==> src/rtl/mac_window_sequencer_pkg.sv <==
// Shared definitions for the 3x3 MAC window sequencer.
//   DATA_W / N_TAPS : operand width and taps per window
//   VEC_W           : width of a packed 9-tap pixel or weight vector
//   IDX_W           : width of the tap index
//   state_t         : sequencer states
//   tap_slice()     : extracts tap k from a packed vector (tap 0 in the LSBs)
package mac_window_sequencer_pkg;

   localparam int unsigned DATA_W = 8;
   localparam int unsigned N_TAPS = 9;
   localparam int unsigned VEC_W  = DATA_W * N_TAPS;
   localparam int unsigned IDX_W  = $clog2(N_TAPS);

   typedef enum logic [1:0] {
      IDLE,
      ISSUE,
      DRAIN,
      HOLD
   } state_t;

   function automatic logic [DATA_W-1:0] tap_slice(
      input logic [VEC_W-1:0] vec,
      input logic [IDX_W-1:0] k
   );
      return vec[k*DATA_W +: DATA_W];
   endfunction

endpackage

==> src/rtl/mac_window_sequencer_if.sv <==
// Bundle of every non-clock/reset signal of the window sequencer.
//   win_*  : window offer (valid/ready, 9 pixels, 9 weights)
//   mul_*  : operand pair to the multiplier
//   acc_*  : accumulator strobe out, registered accumulator sum in
//   res_*  : window result (valid/ready)
//   busy   : sequencer not in IDLE
// Modport master is the sequencer itself; slave is its environment.
interface mac_window_sequencer_if;
   import mac_window_sequencer_pkg::*;

   logic              win_valid;
   logic              win_ready;
   logic [VEC_W-1:0]  win_pix;
   logic [VEC_W-1:0]  win_wgt;
   logic [DATA_W-1:0] mul_a;
   logic [DATA_W-1:0] mul_b;
   logic              mul_valid;
   logic              acc_valid;
   logic [DATA_W-1:0] acc_sum;
   logic              res_valid;
   logic [DATA_W-1:0] res_data;
   logic              res_ready;
   logic              busy;

   modport master (
      input  win_valid, win_pix, win_wgt, acc_sum, res_ready,
      output win_ready, mul_a, mul_b, mul_valid, acc_valid,
             res_valid, res_data, busy
   );

   modport slave (
      output win_valid, win_pix, win_wgt, acc_sum, res_ready,
      input  win_ready, mul_a, mul_b, mul_valid, acc_valid,
             res_valid, res_data, busy
   );

endinterface

==> src/rtl/mac_window_sequencer_valid_delay_line.sv <==
// Delays the multiplier valid by the multiplier latency so the strobe lines
// up with the product at the accumulator input.
//   clk, rst  : clock, asynchronous active-high reset (clears all stages)
//   valid_in  : mul_valid
//   valid_out : valid_in delayed by DEPTH cycles (DEPTH = 0 is a wire)
//   empty     : no valid in flight inside the line
module valid_delay_line #(
   parameter int unsigned DEPTH = 1
) (
   input  logic clk,
   input  logic rst,
   input  logic valid_in,
   output logic valid_out,
   output logic empty
);

   if (DEPTH == 0) begin : g_pass
      // Nothing is stored, so clock and reset have no load here.
      logic unused_clk_rst;
      assign unused_clk_rst = clk ^ rst;

      assign valid_out = valid_in;
      assign empty     = 1'b1;
   end else begin : g_shift
      logic [DEPTH-1:0] stage_q;

      // NOTE: non-blocking assignments make every stage load its neighbour's
      // pre-edge value; blocking ones would ripple valid_in through in one edge.
      always_ff @(posedge clk or posedge rst) begin
         if (rst) begin
            stage_q <= '0;
         end else begin
            stage_q[0] <= valid_in;
            for (int i = 1; i < DEPTH; i++) begin
               stage_q[i] <= stage_q[i-1];
            end
         end
      end

      assign valid_out = stage_q[DEPTH-1];
      assign empty     = ~|stage_q;
   end

endmodule

==> src/rtl/mac_window_sequencer.sv <==
// Producer side of the 3x3 MAC path. Accepts one window (9 pixels, 9 weights),
// issues the 9 operand pairs to the multiplier on consecutive cycles, strobes
// the accumulator MUL_LAT cycles later, then captures the accumulator sum and
// holds it on the result port until it is taken.
//   clk, rst : clock, asynchronous active-high reset
//   bus      : mac_window_sequencer_if.master (window, multiplier,
//              accumulator and result signals plus busy)
// MUL_LAT is the multiplier latency in cycles, legal range 0..4.
module mac_window_sequencer
   import mac_window_sequencer_pkg::*;
#(
   parameter int unsigned MUL_LAT = 1
) (
   input  logic                          clk,
   input  logic                          rst,
   mac_window_sequencer_if.master        bus
);

   state_t            state_q, state_d;
   logic [IDX_W-1:0]  idx_q, idx_d;
   logic [VEC_W-1:0]  pix_q, wgt_q;
   logic [DATA_W-1:0] res_q;

   logic win_ready;
   logic mul_valid;
   logic res_valid;
   logic load;
   logic capture;
   logic dl_empty;

   valid_delay_line #(
      .DEPTH (MUL_LAT)
   ) u_valid_delay_line (
      .clk       (clk),
      .rst       (rst),
      .valid_in  (mul_valid),
      .valid_out (bus.acc_valid),
      .empty     (dl_empty)
   );

   // NOTE: every signal written here gets a default before the case, so no
   // state/branch combination can leave one unassigned and infer a latch.
   always_comb begin
      state_d   = state_q;
      idx_d     = idx_q;
      win_ready = 1'b0;
      mul_valid = 1'b0;
      res_valid = 1'b0;
      load      = 1'b0;
      capture   = 1'b0;

      case (state_q)
         IDLE: begin
            win_ready = 1'b1;
            if (bus.win_valid) begin
               load    = 1'b1;
               idx_d   = '0;
               state_d = ISSUE;
            end
         end

         ISSUE: begin
            mul_valid = 1'b1;
            if (idx_q == IDX_W'(N_TAPS - 1)) begin
               idx_d   = '0;
               state_d = DRAIN;
            end else begin
               idx_d = idx_q + IDX_W'(1);
            end
         end

         // Once the delay line is empty the last strobe was the previous
         // cycle, so acc_sum now holds the finished window.
         DRAIN: begin
            if (dl_empty) begin
               capture = 1'b1;
               state_d = HOLD;
            end
         end

         HOLD: begin
            res_valid = 1'b1;
            if (bus.res_ready) begin
               state_d = IDLE;
            end
         end

         default: state_d = IDLE;
      endcase
   end

   always_ff @(posedge clk or posedge rst) begin
      if (rst) begin
         state_q <= IDLE;
         idx_q   <= '0;
         res_q   <= '0;
      end else begin
         state_q <= state_d;
         idx_q   <= idx_d;
         if (capture) begin
            res_q <= bus.acc_sum;
         end
      end
   end

   // NOTE: the window payload is left out of reset: it is only looked at in
   // ISSUE, which is always entered through a load that overwrites it.
   always_ff @(posedge clk) begin
      if (load) begin
         pix_q <= bus.win_pix;
         wgt_q <= bus.win_wgt;
      end
   end

   // Operands are forced to zero outside ISSUE so idle outputs stay quiet.
   assign bus.mul_a     = mul_valid ? tap_slice(pix_q, idx_q) : '0;
   assign bus.mul_b     = mul_valid ? tap_slice(wgt_q, idx_q) : '0;
   assign bus.mul_valid = mul_valid;
   assign bus.win_ready = win_ready;
   assign bus.res_valid = res_valid;
   assign bus.res_data  = res_q;
   assign bus.busy      = (state_q != IDLE);

endmodule
==> src/flat_wrapper.sv <==
// flat-port wrapper written by rule: the top's interface ports become plain ports
module mac_window_sequencer_flat import mac_window_sequencer_pkg::*;
#(
   parameter int unsigned MUL_LAT = 1
)
  (clk, rst, bus_win_valid, bus_win_pix, bus_win_wgt, bus_acc_sum, bus_res_ready, bus_win_ready, bus_mul_a, bus_mul_b, bus_mul_valid, bus_acc_valid, bus_res_valid, bus_res_data, bus_busy);
  mac_window_sequencer_if bus_i ();
  input  logic clk;
  input  logic rst;
  input wire logic [$bits(bus_i.win_valid)-1:0] bus_win_valid;
  input wire logic [$bits(bus_i.win_pix)-1:0] bus_win_pix;
  input wire logic [$bits(bus_i.win_wgt)-1:0] bus_win_wgt;
  input wire logic [$bits(bus_i.acc_sum)-1:0] bus_acc_sum;
  input wire logic [$bits(bus_i.res_ready)-1:0] bus_res_ready;
  output wire logic [$bits(bus_i.win_ready)-1:0] bus_win_ready;
  output wire logic [$bits(bus_i.mul_a)-1:0] bus_mul_a;
  output wire logic [$bits(bus_i.mul_b)-1:0] bus_mul_b;
  output wire logic [$bits(bus_i.mul_valid)-1:0] bus_mul_valid;
  output wire logic [$bits(bus_i.acc_valid)-1:0] bus_acc_valid;
  output wire logic [$bits(bus_i.res_valid)-1:0] bus_res_valid;
  output wire logic [$bits(bus_i.res_data)-1:0] bus_res_data;
  output wire logic [$bits(bus_i.busy)-1:0] bus_busy;
  assign bus_i.win_valid = bus_win_valid;
  assign bus_i.win_pix = bus_win_pix;
  assign bus_i.win_wgt = bus_win_wgt;
  assign bus_i.acc_sum = bus_acc_sum;
  assign bus_i.res_ready = bus_res_ready;
  assign bus_win_ready = bus_i.win_ready;
  assign bus_mul_a = bus_i.mul_a;
  assign bus_mul_b = bus_i.mul_b;
  assign bus_mul_valid = bus_i.mul_valid;
  assign bus_acc_valid = bus_i.acc_valid;
  assign bus_res_valid = bus_i.res_valid;
  assign bus_res_data = bus_i.res_data;
  assign bus_busy = bus_i.busy;
  mac_window_sequencer #(.MUL_LAT(MUL_LAT)) u_core (.clk(clk), .rst(rst), .bus(bus_i));
endmodule
==> config.mk <==
export PLATFORM = sky130hd
export DESIGN_NAME = mac_window_sequencer_flat
export DESIGN_NICKNAME = d
export VERILOG_FILES = /design/src/rtl/mac_window_sequencer_pkg.sv /design/src/rtl/mac_window_sequencer_if.sv /design/src/rtl/mac_window_sequencer_valid_delay_line.sv /design/src/rtl/mac_window_sequencer.sv /design/src/flat_wrapper.sv
export SDC_FILE = /design/constraint.sdc
export NUM_CORES = 1
export LEC_CHECK = 0
export CORE_MARGIN = 10
export CORE_UTILIZATION = 40
export DETAILED_ROUTE_END_ITERATION = 6
export DONT_BUFFER_PORTS = 1
export SKIP_LAST_GASP = 1
export SLEW_MARGIN = 20
export SYNTH_ARGS = -nofsm -noshare
export SYNTH_HDL_FRONTEND = slang
export SYNTH_HIERARCHICAL = 1
export SYNTH_SLANG_ARGS = --single-unit
export TNS_END_PERCENT = 10
==> constraint.sdc <==
create_clock -name clk -period 4.85 [get_ports clk]
set_input_delay 0.97 -clock clk [delete_from_list [all_inputs] [get_ports clk]]
set_output_delay 0.97 -clock clk [all_outputs]
set_load 0.1 [all_outputs]
==> results.toml <==
[setup_path]
cp.arrival_ns = 3.01
required_ns = 3.88
critPathMaxFanout = 19
r2r_setup_slack_ns = 1.67
crit_type = "reg2out"
endpoint_kind = "output pin"
worstSetupStartpointType = "flip-flop"

[synthesis]
synth_cell_types = 27
ys_seq_area_share_pct = 73.1
yosysWarnings = 6
ys_ff_latch = 159
syn_avg_cell_area_um2 = 18.6
synth_top_area_share_pct = 67.3
syn_area_um2 = 6430
mappedNetlistNets = 508
syn_inst = 345
yosys.area.top_type = "edfxtp_1"
synthTopCellsByArea = "edfxtp_1 (67%), dfrtp_1 (5.8%), mux2i_1 (5.3%)"

[clocking]
hold_buffers = 0
cts_buffer_depth = 2
cts_tree = "done"
cts_resized = 0
post_cts_buffers = 0
clk_pin_slew_ns = 0.07
clock-sinks = 159
cts.htree.levels = 4
insertion_delay_ns = 0.42
cts_buffers = 17
cts_root_buf = "clkbuf_16"

[route]
viasPerCell = 5.31
ant_nets = 0
dr.pass1.iters = 5
routedWlPerCell_um = 25.5
drt-total-wl_um = 15300
drt_iter0_markers = 184
via_count = 3182
drcViolationCount = 0

[global_routing]
grt_pass1_wl_um = 22400
grt_util_all_layers_pct = 14.2
antenna_found_initial = 4
grt-ovfl-total = 0
grt_max_degree = 93
first_global_vias = 3551

[floorplan]
core_area_um2 = 15800
fp-row-count = 46
die_h_um = 147
dieArea_um2 = 21500
die_w_um = 147
initial_core_util_pct = 40.6
pin_count = 185

[finish]
final_cells = 599
nets = 531
drive_above_1_share_pct = 25.0
final_util_pct = 48.1
final_cell_area_um2 = 7620
area_growth_pct = 18.5
fillCellCount = 1320

[timing]
setup_viol = 0
max_clock_freq_mhz = 251
slew_headroom_pct = 23.1
holdWs_ns = 0.272
finalMaxSlewViolations = 0
hold_violations = 0
tightest_slew_ns = 1.15
period_minus_slack_ns = 3.98
rsz0062_at_grt = "no"
skew_ns = 0.00757
finalCritPeriodShare_pct = 82.1

[placed_design]
dpl-instance-area_um2 = 6940
io_buffers = 0
gp_congestion = 0.823
dp_hpwl_um = 11000
numPlacedInstances = 565

[worst_hold_path]
hold_class = "in2async"

[run]
drv_cap = 0

[power_and_ir_drop]
ir_worst_vdd_uv = 428
power.density_nw_per_um2 = 696
power.leakage_nw = 2.46

[status]
status = "complete, no violations"
## cells by family after synthesis
group           synth area share [%]
compound gates                  7.01
fa+ha+maj                       1.36
flops                           73.1
buf+inv                         3.13
mux                             12.8
simple gates                    2.63
## worst paths after layout
path                                    from                                   to  depth (start not counted)
setup / recovery             u_core/idx_q[3]                         bus_mul_a[5]                          5
hold / removal                           rst  u_core/u_valid_delay_line/valid_out                          1
max in group asynchronous                rst                      u_core/idx_q[0]                          1
hold reg to reg            u_core/state_q[1]                    u_core/state_q[1]                          1
min in group clk           u_core/state_q[1]                    u_core/state_q[1]                          1
setup reg to reg           u_core/state_q[0]                     u_core/wgt_q[33]                          4
## critical path: stages (launching register included)
cell      delay (ns)
dfrtp_1         0.78
nor4b_4         0.71
buf_4           0.34
a211oi_1        0.14
a211oi_4        0.27
buf_4           0.34
## per-layer routing
layer  global-route usage (%)  routed length (µm)
met5                        0                  13
met4                     3.15                  82
met3                     8.20                1690
met2                     23.3                7620
met1                     15.5                5850
## where the power goes
part | total, mW | switching, mW | leakage, nW | internal (mW)
combinational | 1.54 | 1.08 | 0.621 | 0.459
sequential | 2.26 | 0.441 | 1.51 | 1.81
clock | 1.51 | 0.574 | 0.327 | 0.934
total | 5.30 | 2.09 | 2.46 | 3.21
## metrics by stage
step | total power [mW] | worst slack (ns) | TNS [ns]
floorplan | 3.41 | -0.295 | -3.48
finish | 5.30 | 0.867 | 0
CTS | 5.37 | 0.795 | 0
detailed placement | 3.85 | 1.29 | 0
global placement | 3.81 | 1.34 | 0
global route | 5.52 | 0.666 | 0
## layout make-up
type | count | area (µm²) | area share, %
Sequential cell | 159 | 4700 | 61.7
Multi-Input combinational cell | 154 | 1730 | 22.7
Clock buffer | 17 | 425 | 5.58
Tap cell | 216 | 270 | 3.55
Clock inverter | 14 | 244 | 3.20
Timing Repair Buffer | 24 | 193 | 2.53
Inverter | 12 | 45.0 | 0.591
Antenna cell | 3 | 7.51 | 0.0985
## cells in the final DEF (no fill, tap or decap), drive strengths merged
master	Yosys	layout
mux2	9	9
diode	0	3
a2111oi	1	1
nand3b	2	2
clkinv	0	2
a221o	16	16
a31oi	2	2
nor2	1	1
clkbuf	6	17
ha	7	7
o22ai	2	2
nor4b	1	1
o21ai	2	2
buf	14	24
edfxtp	144	144
bufinv	0	5
inv	12	19
mux2i	34	34
dfrtp	15	15
mux4	16	16
nand2	21	21
nor2b	4	4
a211oi	32	32
nand3	2	2
and2	2	2
## sequential cells by signal, indices dropped and copies added, names as in the netlist
signal                               flops
u_core/pix_q                            72
u_core/wgt_q                            72
u_core/idx_q                             4
u_core/state_q                           2
u_core/u_valid_delay_line/valid_out      1
u_core/bus.res_data                      8
## cells in the mapped netlist
cell       number
edfxtp_1      144
mux2i_1        34
a211oi_1       32
nand2_1        21
a221o_1        16
dfrtp_1        15
inv_1          12
mux4_2         11
mux2_2          9
ha_1            7
buf_2           6
clkbuf_1        6
mux4_1          5
nor2b_1         4
buf_6           3
a31oi_1         2
and2_1          2
buf_12          2
buf_4           2
nand3_1         2
nand3b_1        2
o21ai_0         2
o22ai_1         2
a2111oi_2       1
buf_8           1
nor2_1          1
nor4b_4         1
(Power assumes the default switching activity.)
